### src/rtl/sched_delay_pkg.sv
// rtl/sched_delay_pkg.sv - delay classes and class-to-cycle mapping for sched_delay_reg
// Contents: dly_class_e (request delay class), dly_cycles() (class -> cycle count).
package sched_delay_pkg;

  typedef enum logic [1:0] {
    DLY_MIN  = 2'd0,
    DLY_TYP  = 2'd1,
    DLY_MAX  = 2'd2,
    DLY_ZERO = 2'd3
  } dly_class_e;

  function automatic int unsigned dly_cycles(input dly_class_e  cls,
                                             input int unsigned min_dly,
                                             input int unsigned typ_dly,
                                             input int unsigned max_dly);
    case (cls)
      DLY_MIN: return min_dly;
      DLY_TYP: return typ_dly;
      DLY_MAX: return max_dly;
      default: return 0;
    endcase
  endfunction

endpackage

### src/rtl/sched_delay_slot.sv
// rtl/sched_delay_slot.sv - one pending-update slot: occupancy, countdown, data, age tag
// Ports:
//   clk, reset        clock, synchronous active-high reset (frees the slot)
//   load_i            claim this slot on this edge (only asserted while free)
//   load_cnt_i        countdown start value (class delay - 1)
//   load_data_i       data to commit on expiry
//   load_tag_i        age tag of the accept
//   occupied_o        slot holds a pending update
//   expire_o          slot commits and frees on the coming edge
//   data_o, tag_o     stored data and age tag
module sched_delay_slot
  import sched_delay_pkg::*;
#(
  parameter int unsigned WIDTH = 4,
  parameter int unsigned CNT_W = 5,
  parameter int unsigned TAG_W = 6
) (
  input  logic             clk,
  input  logic             reset,
  input  logic             load_i,
  input  logic [CNT_W-1:0] load_cnt_i,
  input  logic [WIDTH-1:0] load_data_i,
  input  logic [TAG_W-1:0] load_tag_i,
  output logic             occupied_o,
  output logic             expire_o,
  output logic [WIDTH-1:0] data_o,
  output logic [TAG_W-1:0] tag_o
);

  logic             occ_q, occ_d;
  logic [CNT_W-1:0] cnt_q, cnt_d;
  logic [WIDTH-1:0] data_q, data_d;
  logic [TAG_W-1:0] tag_q, tag_d;

  assign occupied_o = occ_q;
  assign expire_o   = occ_q && (cnt_q == '0);
  assign data_o     = data_q;
  assign tag_o      = tag_q;

  always_comb begin
    occ_d  = occ_q;
    cnt_d  = cnt_q;
    data_d = data_q;
    tag_d  = tag_q;
    if (load_i) begin
      occ_d  = 1'b1;
      cnt_d  = load_cnt_i;
      data_d = load_data_i;
      tag_d  = load_tag_i;
    end else if (occ_q) begin
      // Count reaches 0 and holds there; the slot frees on that edge.
      if (cnt_q == '0) occ_d = 1'b0;
      else             cnt_d = cnt_q - 1'b1;
    end
  end

  always_ff @(posedge clk) begin
    if (reset) begin
      occ_q  <= 1'b0;
      cnt_q  <= '0;
      data_q <= '0;
      tag_q  <= '0;
    end else begin
      occ_q  <= occ_d;
      cnt_q  <= cnt_d;
      data_q <= data_d;
      tag_q  <= tag_d;
    end
  end

endmodule

### src/rtl/sched_delay_reg.sv
// rtl/sched_delay_reg.sv - cycle model of a delayed register assign (value = #(min:typ:max) data)
// Ports:
//   clk, reset            clock, synchronous active-high reset
//   req_valid/req_ready   request handshake; ready = pending_cnt < DEPTH
//   req_data, req_sel     data and delay class (0=MIN 1=TYP 2=MAX 3=ZERO)
//   value, value_valid    committed register and "committed since reset" flag
//   upd_pulse             high for the cycle after any commit edge
//   pending_cnt           number of occupied slots
module sched_delay_reg
  import sched_delay_pkg::*;
#(
  parameter int unsigned WIDTH   = 4,
  parameter int unsigned MIN_DLY = 2,
  parameter int unsigned TYP_DLY = 10,
  parameter int unsigned MAX_DLY = 17,
  parameter int unsigned DEPTH   = 4,
  parameter int unsigned CNT_W   = 5
) (
  input  logic                       clk,
  input  logic                       reset,
  input  logic                       req_valid,
  output logic                       req_ready,
  input  logic [WIDTH-1:0]           req_data,
  input  logic [1:0]                 req_sel,
  output logic [WIDTH-1:0]           value,
  output logic                       value_valid,
  output logic                       upd_pulse,
  output logic [$clog2(DEPTH+1)-1:0] pending_cnt
);

  localparam int unsigned PW = $clog2(DEPTH + 1);
  // Two updates expiring together were accepted at most MAX_DLY-MIN_DLY edges
  // apart (one accept per edge), so 2^(CNT_W+1) tags keep the half-range
  // age comparison unambiguous.
  localparam int unsigned TAG_W = CNT_W + 1;

  if (MAX_DLY > (1 << CNT_W) - 1) begin : g_cnt_w_check
    $error("sched_delay_reg: CNT_W too narrow for MAX_DLY");
  end
  if (MIN_DLY == 0 || TYP_DLY == 0) begin : g_dly_check
    $error("sched_delay_reg: slot-using delay classes need at least one cycle");
  end

  logic [DEPTH-1:0] occ, expire, load;
  logic [WIDTH-1:0] slot_data [DEPTH];
  logic [TAG_W-1:0] slot_tag  [DEPTH];

  logic [TAG_W-1:0] tag_q, tag_d;
  logic [WIDTH-1:0] value_q, value_d;
  logic             vv_q, vv_d;
  logic             upd_q, upd_d;
  logic [PW-1:0]    pend_q, pend_d;

  dly_class_e       cls;
  logic             accept, is_zero;
  logic [CNT_W-1:0] load_cnt;
  logic             sel_hit;
  logic [WIDTH-1:0] sel_data;
  logic [TAG_W-1:0] sel_tag;
  logic [PW-1:0]    n_free;

  // a is younger than b when a-b lies in the lower half of the tag space.
  function automatic logic younger(input logic [TAG_W-1:0] a, input logic [TAG_W-1:0] b);
    logic [TAG_W-1:0] diff;
    diff = a - b;
    return (diff != '0) && !diff[TAG_W-1];
  endfunction

  assign cls       = dly_class_e'(req_sel);
  assign req_ready = (pend_q < PW'(DEPTH));
  assign accept    = req_valid && req_ready;
  assign is_zero   = (cls == DLY_ZERO);
  assign load_cnt  = CNT_W'(dly_cycles(cls, MIN_DLY, TYP_DLY, MAX_DLY) - 1);

  for (genvar i = 0; i < DEPTH; i++) begin : g_slot
    sched_delay_slot #(.WIDTH(WIDTH), .CNT_W(CNT_W), .TAG_W(TAG_W)) u_slot (
      .clk        (clk),
      .reset      (reset),
      .load_i     (load[i]),
      .load_cnt_i (load_cnt),
      .load_data_i(req_data),
      .load_tag_i (tag_q),
      .occupied_o (occ[i]),
      .expire_o   (expire[i]),
      .data_o     (slot_data[i]),
      .tag_o      (slot_tag[i])
    );
  end

  // First-free allocator: scanning downward leaves the lowest free index.
  // A slot expiring this edge still reads occupied, so it is reused next cycle.
  always_comb begin
    load = '0;
    if (accept && !is_zero) begin
      for (int i = int'(DEPTH) - 1; i >= 0; i--) begin
        if (!occ[i]) begin
          load    = '0;
          load[i] = 1'b1;
        end
      end
    end
  end

  // Youngest-expiring selector and freed-slot count.
  always_comb begin
    sel_hit  = 1'b0;
    sel_data = '0;
    sel_tag  = '0;
    n_free   = '0;
    for (int i = 0; i < int'(DEPTH); i++) begin
      if (expire[i]) begin
        n_free = n_free + PW'(1);
        if (!sel_hit || younger(slot_tag[i], sel_tag)) begin
          sel_hit  = 1'b1;
          sel_data = slot_data[i];
          sel_tag  = slot_tag[i];
        end
      end
    end
  end

  always_comb begin
    value_d = value_q;
    vv_d    = vv_q;
    upd_d   = 1'b0;
    tag_d   = tag_q;
    if (accept) tag_d = tag_q + 1'b1;
    // A ZERO accept is younger than anything expiring on the same edge.
    if (accept && is_zero) begin
      value_d = req_data;
      vv_d    = 1'b1;
      upd_d   = 1'b1;
    end else if (sel_hit) begin
      value_d = sel_data;
      vv_d    = 1'b1;
      upd_d   = 1'b1;
    end
    pend_d = pend_q + PW'(|load) - n_free;
  end

  always_ff @(posedge clk) begin
    if (reset) begin
      tag_q   <= '0;
      value_q <= '0;
      vv_q    <= 1'b0;
      upd_q   <= 1'b0;
      pend_q  <= '0;
    end else begin
      tag_q   <= tag_d;
      value_q <= value_d;
      vv_q    <= vv_d;
      upd_q   <= upd_d;
      pend_q  <= pend_d;
    end
  end

  assign value       = value_q;
  assign value_valid = vv_q;
  assign upd_pulse   = upd_q;
  assign pending_cnt = pend_q;

endmodule

### config.mk
export PLATFORM = sky130hd
export DESIGN_NAME = sched_delay_reg
export DESIGN_NICKNAME = d
export VERILOG_FILES = /design/src/rtl/sched_delay_pkg.sv /design/src/rtl/sched_delay_slot.sv /design/src/rtl/sched_delay_reg.sv
export SDC_FILE = /design/constraint.sdc
export NUM_CORES = 1
export LEC_CHECK = 0
export ABC_AREA = 1
export CAP_MARGIN = 15
export CORE_ASPECT_RATIO = 0.6
export CORE_UTILIZATION = 55
export DETAILED_ROUTE_END_ITERATION = 16
export DONT_BUFFER_PORTS = 1
export PLACE_DENSITY = 0.7
export SKIP_CTS_REPAIR_TIMING = 1
export SYNTH_ARGS = -nofsm -noshare
export SYNTH_HDL_FRONTEND = slang
export SYNTH_SLANG_ARGS = --single-unit
### constraint.sdc
create_clock -name clk -period 8.9 [get_ports clk]
set_input_delay 1.78 -clock clk [delete_from_list [all_inputs] [get_ports clk]]
set_output_delay 1.78 -clock clk [all_outputs]
set_load 0.01 [all_outputs]
==> results of run 1 <==
## registers in the layout (all words and copies together), names as in the netlist
| register | count |
|---|---|
| pending_cnt | 3 |
| value | 4 |
| g_slot.u_slot.cnt_q | 20 |
| value_valid | 1 |
| tag_q | 6 |
| g_slot.u_slot.data_o | 16 |
| g_slot.u_slot.occupied_o | 4 |
| upd_pulse | 1 |
| g_slot.u_slot.tag_o | 24 |
## area by class of cell
cell class,instances,area [µm²]
Tap cell,108,135
Clock inverter,6,68.8
Clock buffer,10,239
Multi-Input combinational cell,438,2530
Timing Repair Buffer,3,22.5
Fill cell,734,3000
Inverter,96,360
Sequential cell,79,1580
## final timing paths
kind / start / to / slack, ns / cells after the start
min: g_slot[0].u_slot.data_o[1] / g_slot[0].u_slot.data_o[1] / 0.45 / 2
min reg2reg: g_slot[0].u_slot.data_o[1] / g_slot[0].u_slot.data_o[1] / 0.45 / 2
max reg2reg: g_slot[0].u_slot.cnt_q[0] / value[1] / 1.99 / 46
max: g_slot[0].u_slot.cnt_q[0] / value[1] / 1.99 / 46
## Yosys cell counts, drive strengths merged (3+ instances only)
master  instances
a21oi          55
o22ai           3
a31oi           4
clkbuf         17
o211ai          4
fa              4
nand4           3
nor2           76
inv            94
ha             31
o21ai          82
xor2           15
xnor2           3
o221ai          3
a211oi          3
nand3          39
nand2          94
dfxtp          79
nor3            9
## report_power, final
part / leakage (nW) / internal [mW] / switching (mW)
Clock: 0.154 / 0.227 / 0.153
Combinational: 1.44 / 0.0969 / 0.169
Sequential: 0.642 / 0.385 / 0.0276
Total: 2.23 / 0.709 / 0.350
## worst max-delay path: cells and delay by family, from the launching register on
family | cells | cell delay [ns]
flip-flops | 1 | 0.31
AND/OR/NAND/NOR | 23 | 2.40
buffers and inverters | 7 | 0.70
AO/OA/AOI/OAI | 10 | 1.87
XOR/XNOR | 2 | 0.48
adder cells (fa/ha/maj) | 4 | 1.08
## per-layer routing
metal / vias up / wire (µm) / GRT usage (%)
met3: 19 / 619 / 7.55
li1: 2063 / - / -
met2: 89 / 4620 / 40.7
met1: 1870 / 5800 / 38.8
met4: 0 / 153 / 8.33
met5: - / 0 / 0
## cell families after synthesis
logic type | count (synthesis)
AOI/OAI and AO/OA | 158
adders and majority gates | 35
muxes | 1
buffers and inverters | 115
xor gates and xnor gates | 18
and+or+nand+nor | 226
DFF | 79
==> run summary, run 1 <==
Slowest-stage cell, CP -> o21ai_0
Setup Viol. Count Final -> 0
final WL -> 11200 µm
slowest stage delay, CP -> 0.43 ns
Pre-antenna DRT Iters -> 4
row count -> 25
Period minus WS final -> 6.91 ns
Synth Cell Area -> 4550 µm²
Setup CP Type -> register to register
Final period util -> 77.6%
synth unique cells -> 39
die height -> 72.5 µm
H-tree levels -> 3
DIE AREA -> 8650 µm²
Hold Vio Cnt, Final -> 0
cells after synthesis -> 632
post-route setup slack -> 1.99 ns
Clock Latency Late Sink -> 0.34 ns
adder-cell share of the synthesized area -> 10.3%
Net Count, Synth -> 676
Worst Path Required -> 9.18 ns
initial detailed-routing violation count -> 397
main flop type after synthesis -> dfxtp_1
DP Worst Slack -> 2.02 ns
CORE AREA -> 7950 µm²
Starting Density -> 57.3%
fin cells -> 740
post-DR wirelength/cell -> 15.1 µm
cell area after layout -> 4940 µm²
compound-gate portion of the synthesized area -> 18.9%
f_max -> 145 MHz
Max-Slew Margin vs Limit -> 24.0%
vias in the first global route -> 3641
number of buffers created by CTS -> 9
synthesis-to-finish area growth -> 8.61%
clk buf depth -> 2
setup_tns -> 0 ns
Max-Cap Viols -> 0
DRC viols -> 0
Port Buffer Count -> 0
simple-gate portion of the synthesized area -> 22.7%
Synth top area share -> 34.8%
clock root cell -> clkbuf_16
EDFF count, synth -> 0
initial antenna violation count -> 0
pin count of the biggest net entering global routing -> 60
Placed Area -> 4630 µm²
commonest cells after routing, fill and taps aside -> 90 x inv_1, 85 x nand2_1, 81 x o21ai_0
clk sinks -> 79
most common cell after layout, fill and taps aside -> inv_1
CP endpoint kind -> register
Core Util, Final -> 62.2%
crit path DAT -> 7.19 ns
YS warnings -> 0
syn_area_per_cell -> 7.20 µm²
first-pass GRT wire length -> 18100 µm
critical path's most frequent cell -> inv_1
Final ANT Viol Nets -> 0
status -> finished clean
Leak Pwr -> 2.23 nW
Avg Vias per Cell -> 5.46
Vias -> 4041
startpoint types -> register
CTS tree -> yes
max-slew violations -> 0
Reg clk slew, reported paths -> 0.06 ns
GPL Wtd Cong -> 0.891
area leader, netlist -> dfxtp_1
synth top area cells -> dfxtp_1 35%, o21ai_0 8.9%, ha_1 8.5%
layout cells sized above 1 -> 8.23%
Post-Synth XOR/XNOR Area -> 3.46%
Seq/Total Area, Yosys -> 34.8%
RSZ-0062 raised after global routing -> false
FFs w/ async S/R, synth -> 0%
worst min-delay path category -> register to register
placed cells -> 724
main combinational cell family by area after synthesis -> simple AND/OR/NAND/NOR gates
Seq cells post-synth -> 79
worst-path fanout max -> 20
Pwr Total -> 1.06 mW
die width -> 119 µm
I/O pin cnt -> 19
Worst Hold Slack -> 0.452 ns
hpwl dp -> 8060 µm
Power Density -> 214 nW/µm²
mux share of post-synthesis cell area -> 0.220%
GR Overflow Total -> 0
fin nets -> 671
skew final -> 0.00445 ns
peak supply drop -> 143 µV
Worst Max-Slew Pin Slew -> 1.14 ns
gr usage total -> 27.4%
diodes inserted -> 0
(Power assumes the default switching activity.)
==> inputs of run 2 (changes only) <==
--- a/config.mk
+++ b/config.mk
@@ -5,7 +5,7 @@
 export SDC_FILE = /design/constraint.sdc
 export NUM_CORES = 1
 export LEC_CHECK = 0
-export ABC_AREA = 1
+export ABC_AREA = 0
 export CAP_MARGIN = 15
 export CORE_ASPECT_RATIO = 0.6
 export CORE_UTILIZATION = 55
==> constraint.sdc (replaced) <==
create_clock -name clk -period 6.6 [get_ports clk]
set_input_delay 1.32 -clock clk [delete_from_list [all_inputs] [get_ports clk]]
set_output_delay 1.32 -clock clk [all_outputs]
set_load 0.01 [all_outputs]
==> run 2 against run 1 <==
  * The flow now finishes with violations (setup timing)
  * Routed wire length increased by 11%
  * Sequential share of layout area decreased by 3.4 points
  * Hold slack improved by 0.0039 ns
  * Area after synthesis decreased by 0.14%
  * Clock power increased by 18%
  * Synthesized cell count decreased by 10%
==> run summary, run 2 <==
status -> complete, but fails checks
failing checks -> setup timing
Leak Pwr -> 2.13 nW (-4.9%)
vias in the first global route -> 3904 (+7.2%)
EDFF count, synth -> 0 (unchanged)
cells after synthesis -> 568 (-10%)
Placed Area -> 5040 µm² (+8.7%)
die height -> 72.4 µm (about the same)
peak supply drop -> 183 µV (+28%)
critical path's most frequent cell -> ha_4
Power Density -> 224 nW/µm² (+4.5%)
pin count of the biggest net entering global routing -> 80 (+33%)
GR Overflow Total -> 0 (unchanged)
cell area after layout -> 5550 µm² (+12%)
clk sinks -> 79 (unchanged)
CP endpoint kind -> register
Avg Vias per Cell -> 5.86 (+7.3%)
first-pass GRT wire length -> 19400 µm (+7.5%)
Hold Vio Cnt, Final -> 0 (unchanged)
YS warnings -> 0 (unchanged)
area leader, netlist -> dfxtp_1
initial detailed-routing violation count -> 360 (-9.3%)
Final ANT Viol Nets -> 0 (unchanged)
layout cells sized above 1 -> 20.4% (+12 points)
commonest cells after routing, fill and taps aside -> 100 x nand2_1, 77 x dfxtp_1, 63 x nor2_1
RSZ-0062 raised after global routing -> true
Worst Path Required -> 6.82 ns (-2.36 ns)
die width -> 119 µm (about the same)
f_max -> 142 MHz (-2.1%)
most common cell in the synthesized netlist -> nand2_1
Seq cells post-synth -> 79 (unchanged)
most common cell after layout, fill and taps aside -> nand2_1
Clock Latency Late Sink -> 0.33 ns (about the same)
post-DR wirelength/cell -> 17.2 µm (+13%)
clock root cell -> clkbuf_16
Worst Max-Slew Pin Slew -> 0.729 ns (-0.407 ns)
worst min-delay path category -> register to register
placed cells -> 700 (-3.3%)
H-tree levels -> 3 (unchanged)
fin nets -> 656 (-2.2%)
DRC viols -> 0 (unchanged)
Net Count, Synth -> 612 (-9.5%)
worst-path fanout max -> 8 (-60%)
row count -> 25 (unchanged)
FFs w/ async S/R, synth -> 0% (unchanged)
Vias -> 4247 (+5.1%)
fin cells -> 725 (-2.0%)
GPL Wtd Cong -> 0.926 (+4.0%)
synth top area cells -> dfxtp_1 35%, nand2_1 8.7%, ha_1 8.5%
diodes inserted -> 0 (unchanged)
Setup CP Type -> register to register
CORE AREA -> 7950 µm² (unchanged)
number of buffers created by CTS -> 9 (unchanged)
syn_area_per_cell -> 8.00 µm² (+11%)
I/O pin cnt -> 19 (unchanged)
Pre-antenna DRT Iters -> 5 (+1)
max-slew violations -> 0 (unchanged)
startpoint types -> register
Starting Density -> 57.2% (-0.079 points)
Final period util -> 107% (+29 points)
gr usage total -> 29.5% (+2.1 points)
clk buf depth -> 2 (unchanged)
max FFs per register -> 24 (unchanged)
Period minus WS final -> 7.06 ns (+0.150 ns)
reg-to-reg slack, setup -> -0.46 ns (-2.45 ns)
Fill cells -> 632 (-14%)
Slowest-stage cell, CP -> or4b_1
main flop type after synthesis -> dfxtp_1
Synth Cell Area -> 4540 µm² (-0.14%)
final WL -> 12400 µm (+11%)
Synth top area share -> 34.8% (+0.048 points)
hpwl dp -> 8950 µm (+11%)
initial antenna violation count -> 0 (unchanged)
Port Buffer Count -> 0 (unchanged)
synth unique cells -> 60 (+54%)
Max-Cap Viols -> 0 (unchanged)
Max-Slew Margin vs Limit -> 51.3% (+27 points)
DIE AREA -> 8640 µm² (-0.13%)
synthesis-to-finish area growth -> 22.1%
top cells by count, synth -> 105 x nand2_1, 79 x dfxtp_1, 65 x a21oi_1, 65 x nor2_1, 31 x ha_1
slowest stage delay, CP -> 0.45 ns (+0.02 ns)
Seq/Total Area, Yosys -> 34.8% (+0.048 points)
skew final -> 0.00420 ns (-0.000253 ns)
CTS tree -> yes
post-route setup slack -> -0.458 ns (-2.45 ns)
Reg clk slew, reported paths -> 0.06 ns (about the same)
crit path DAT -> 7.28 ns (+0.09 ns)
Setup Viol. Count Final -> 4 (+4)
==> run 2: changes by cell type after synthesis, sizes merged, moves of 10 or more <==
cell and delta:
nor2 -11, nor2b +11, nand3 -33, a21oi +10
o21ai -71, nand2 +11, xnor2 +13, o21a +10
inv -66
==> run 2: where the power goes <==
| part | leakage (nW) | internal [mW] | switching [mW] |
|---|---|---|---|
| sequential | 0.641 | 0.509 | 0.0380 |
| combinational | 1.36 | 0.117 | 0.131 |
| clock | 0.129 | 0.255 | 0.193 |
| total | 2.13 | 0.880 | 0.362 |
==> run 2: layer usage <==
layer  part of all wire (%)  vias to the layer above  track usage [%]
met3                    9.1                       25             8.57
li1                       -                     2046                -
met2                     43                      162             45.3
met5                      0                        -                0
met4                    1.8                        0             8.75
met1                     47                     2014             40.5
==> run 2: final timing paths <==
path,from,end,cells after the start
max,g_slot[0].u_slot.cnt_q[1],value[1],31
min reg2reg,g_slot[2].u_slot.data_o[3],g_slot[2].u_slot.data_o[3],2
min,g_slot[2].u_slot.data_o[3],g_slot[2].u_slot.data_o[3],2
max reg2reg,g_slot[0].u_slot.cnt_q[1],value[1],31
==> run 2: critical path: cells and delay by family (launching register included) <==
family                     cells  cell delay, ns
AOI/OAI and AO/OA             13            2.66
DFF                            1            0.32
adders and majority gates      5            1.16
buffers and inverters          3            0.38
xor gates and xnor gates       2            0.29
and+or+nand+nor                8            2.12
==> run 2: metrics by stage <==
| stage | power [mW] | hold slack [ns] | TNS [ns] | setup slack (ns) | util (%) |
|---|---|---|---|---|---|
| 5_1_grt | 1.29 | 0.468 | -2.88 | -0.726 | 69.8 |
| 6_report | 1.24 | 0.456 | -1.80 | -0.458 | 69.8 |
| 3_3_place_gp | 0.781 | 0.433 | -1.72 | -0.442 | 63.4 |
| 2_1_floorplan | 0.724 | 0.432 | -0.786 | -0.210 | - |
| 4_1_cts | 1.24 | 0.445 | -2.97 | -0.758 | 66.8 |
| 3_5_place_dp | 0.790 | 0.437 | -2.79 | -0.714 | 63.4 |
==> run 2: logic make-up (layout without fill, tap and decap cells) <==
| kind of cell | Yosys count | in the layout | synth area share [%] |
|---|---|---|---|
| compound gates | 124 | 124 | 18.3 |
| xor+xnor | 27 | 27 | 5.37 |
| fa+ha+maj | 35 | 35 | 10.3 |
| buf+inv | 52 | 101 | 4.49 |
| flops | 79 | 79 | 34.8 |
| mux | 9 | 9 | 2.12 |
| simple gates | 242 | 242 | 24.6 |
==> run 2: layout make-up <==
cell class | instances | area, µm² | area share [%]
Clock buffer | 11 | 233 | 4.20
Clock inverter | 5 | 35.0 | 0.632
Inverter | 28 | 105 | 1.89
Multi-Input combinational cell | 437 | 3020 | 54.4
Sequential cell | 79 | 1580 | 28.6
Tap cell | 108 | 135 | 2.44
Timing Repair Buffer | 57 | 439 | 7.92
==> inputs of run 3 (changes only) <==
--- a/config.mk
+++ b/config.mk
@@ -7,10 +7,11 @@
 export LEC_CHECK = 0
 export ABC_AREA = 0
 export CAP_MARGIN = 15
-export CORE_ASPECT_RATIO = 0.6
 export CORE_UTILIZATION = 55
+export CTS_CLUSTER_SIZE = 40
 export DETAILED_ROUTE_END_ITERATION = 16
 export DONT_BUFFER_PORTS = 1
+export MAX_ROUTING_LAYER = met4
 export PLACE_DENSITY = 0.7
 export SKIP_CTS_REPAIR_TIMING = 1
 export SYNTH_ARGS = -nofsm -noshare
==> run 3 against run 2 <==
  * The run still ends with setup timing left
  * Sequential power barely moved
  * Largest cell class unchanged
  * Setup slack better by 0.086 ns
  * Critical endpoint unchanged
  * Routed wire length down 4.5%
  * Final cell count fell by 0.28%
  * Die area down 0.14%
  * Count of clock-buffer cells in the layout is the same
  * Non-clock buffer count up 3
  * Largest power group unchanged
  * Clock skew is 0.0048 ns higher
  * Highest routed layer unchanged
  * Combinational power about the same
  * Final area up 0.81%
  * Core utilization increased by 1.4 points
==> run summary, run 3 (same netlist as run 2, synthesis figures left out) <==
hpwl dp -> 8210 µm (-8.3%)
Period minus WS final -> 6.97 ns (-0.0863 ns)
I/O pin cnt -> 19 (unchanged)
fin nets -> 660 (+0.61%)
R2R Path End -> value[1]
Leak Pwr -> 2.13 nW (+0.41%)
critical path's most frequent cell -> ha_4
most common cell after layout, fill and taps aside -> nand2_1
Port Buffer Count -> 0 (unchanged)
layout cells sized above 1 -> 21.7% (+1.3 points)
row count -> 32 (+28%)
f_max -> 143 MHz (+1.2%)
clk buf depth -> 2 (unchanged)
Reg2Reg Depth -> 33 (+6.5%)
met3 wire len -> 704 µm (-38%)
peak supply drop -> 157 µV (-14%)
initial detailed-routing violation count -> 277 (-23%)
diodes inserted -> 0 (unchanged)
RSZ-0062 raised after global routing -> true
post-route setup slack -> -0.372 ns (+0.0863 ns)
GPL Wtd Cong -> 0.897 (-3.2%)
first-pass GRT wire length -> 18500 µm (-4.6%)
skew final -> 0.00895 ns (+0.00475 ns)
DP Worst Slack -> -0.628 ns (+0.0863 ns)
CTS tree -> yes
H-tree levels -> 3 (unchanged)
die height -> 92.9 µm (+28%)
Max-Slew Margin vs Limit -> 48.9% (-2.4 points)
DRC viols -> 0 (unchanged)
vias in the first global route -> 3754 (-3.8%)
Reg clk slew, reported paths -> 0.08 ns (+0.02 ns)
fin cells -> 723 (-0.28%)
worst-path fanout max -> 6 (-2)
CP endpoint kind -> register
top layer in use -> met4
Starting Density -> 57.9% (+0.71 points)
Final ANT Viol Nets -> 0 (unchanged)
crit path DAT -> 7.22 ns (-0.06 ns)
Hold Crit Endpoint -> g_slot[0].u_slot.data_o[3]
initial antenna violation count -> 0 (unchanged)
Avg Vias per Cell -> 5.77 (-1.5%)
startpoint types -> register
Worst Path Required -> 6.85 ns (+0.03 ns)
max-slew violations -> 0 (unchanged)
placed cells -> 697 (-0.43%)
max FFs per register -> 24 (unchanged)
routed wl met2 -> 5670 µm (+7.2%)
number of buffers created by CTS -> 9 (unchanged)
clk sinks -> 79 (unchanged)
RR Startpoint -> g_slot[0].u_slot.cnt_q[0]
Hold Path Stages -> 2 (unchanged)
die width -> 92.9 µm (-22%)
Power Density -> 213 nW/µm² (-4.7%)
commonest cells after routing, fill and taps aside -> 100 x nand2_1, 77 x dfxtp_1, 62 x nor2_1
Fill cells -> 596 (-5.7%)
Final period util -> 106% (-1.3 points)
Setup CP Type -> register to register
synthesis-to-finish area growth -> 23.0%
gr usage total -> 28.4% (-1.1 points)
CORE AREA -> 7850 µm² (-1.2%)
Vias -> 4172 (-1.8%)
DIE AREA -> 8630 µm² (-0.14%)
clock root cell -> clkbuf_8
status -> complete, but fails checks
Worst Max-Slew Pin Slew -> 0.755 ns (+0.0265 ns)
Hold Vio Cnt, Final -> 0 (unchanged)
slowest stage delay, CP -> 0.46 ns (about the same)
met1 wire length -> 5330 µm (-8.0%)
Core Util, Final -> 71.3% (+1.4 points)
Slowest-stage cell, CP -> or4b_1
Clock Latency Late Sink -> 0.35 ns (+0.02 ns)
Worst Hold Slack -> 0.452 ns (-0.00436 ns)
failing checks -> setup timing
worst hold path startpoint -> g_slot[0].u_slot.data_o[3]
final WL -> 11900 µm (-4.5%)
pin count of the biggest net entering global routing -> 80 (unchanged)
GR Overflow Total -> 0 (unchanged)
Pre-antenna DRT Iters -> 5 (unchanged)
Setup Viol. Count Final -> 4 (unchanged)
setup_tns -> -1.43 ns (+0.371 ns)
Max-Cap Viols -> 0 (unchanged)
reg-to-reg slack, setup -> -0.37 ns (+0.09 ns)
worst min-delay path category -> register to register
post-DR wirelength/cell -> 16.4 µm (-4.2%)
## run 3: cell types whose count changed in the layout (fill, tap and decap cells not counted), moves of 2 or more
cell,previous run,this run
buf_4,54,57
bufinv_16,0,2
clkbuf_16,9,0
clkbuf_8,0,10
## run 3: cell type report
| class | count | area, µm² | area share (%) |
|---|---|---|---|
| repair buffers | 60 | 462 | 8.26 |
| multi-input cells | 438 | 3090 | 55.3 |
| inverters | 28 | 105 | 1.88 |
| clock inverters | 5 | 81.3 | 1.45 |
| clock buffers | 11 | 141 | 2.53 |
| flip-flops and latches | 79 | 1580 | 28.3 |
| well taps | 102 | 128 | 2.28 |
## run 3: worst max-delay path, delay by kind of cell, from the launching register on
kind	cells	cell delay [ns]
buffers and inverters	3	0.26
adder cells (fa/ha/maj)	5	0.94
flip-flops	1	0.33
AND/OR/NAND/NOR	10	2.27
XOR/XNOR	2	0.38
AO/OA/AOI/OAI	13	2.64
## run 3: power by group
part	total [mW]	internal, mW	switching, mW
Combinational	0.245	0.119	0.126
Clock	0.403	0.224	0.179
Sequential	0.545	0.508	0.0368
## run 3: layer usage
layer  vias up  track usage (%)
met5         -                -
met4         0             7.44
met3        18             5.75
met2       117             43.9
met1      1982             38.0
li1       2055                -
## run 3: worst max path at each step
stage	slack [ns]	cells past startpoint	startpoint	end
floorplan	-0.21	34	g_slot[0].u_slot.cnt_q[0]	value[0]
global placement	-0.28	31	g_slot[0].u_slot.cnt_q[1]	value[0]
detailed placement	-0.63	32	g_slot[0].u_slot.cnt_q[1]	value[0]
CTS	-0.65	32	g_slot[0].u_slot.cnt_q[1]	value[0]
global route	-0.66	33	g_slot[0].u_slot.cnt_q[0]	value[1]
finish	-0.37	33	g_slot[0].u_slot.cnt_q[0]	value[1]
## run 3: stage by stage
stage | power, mW | cell area [µm²]
2_1_floorplan | 0.724 | 4650
3_3_place_gp | 0.776 | 5050
3_5_place_dp | 0.781 | 5050
4_1_cts | 1.18 | 5270
5_1_grt | 1.25 | 5590
6_report | 1.19 | 5590
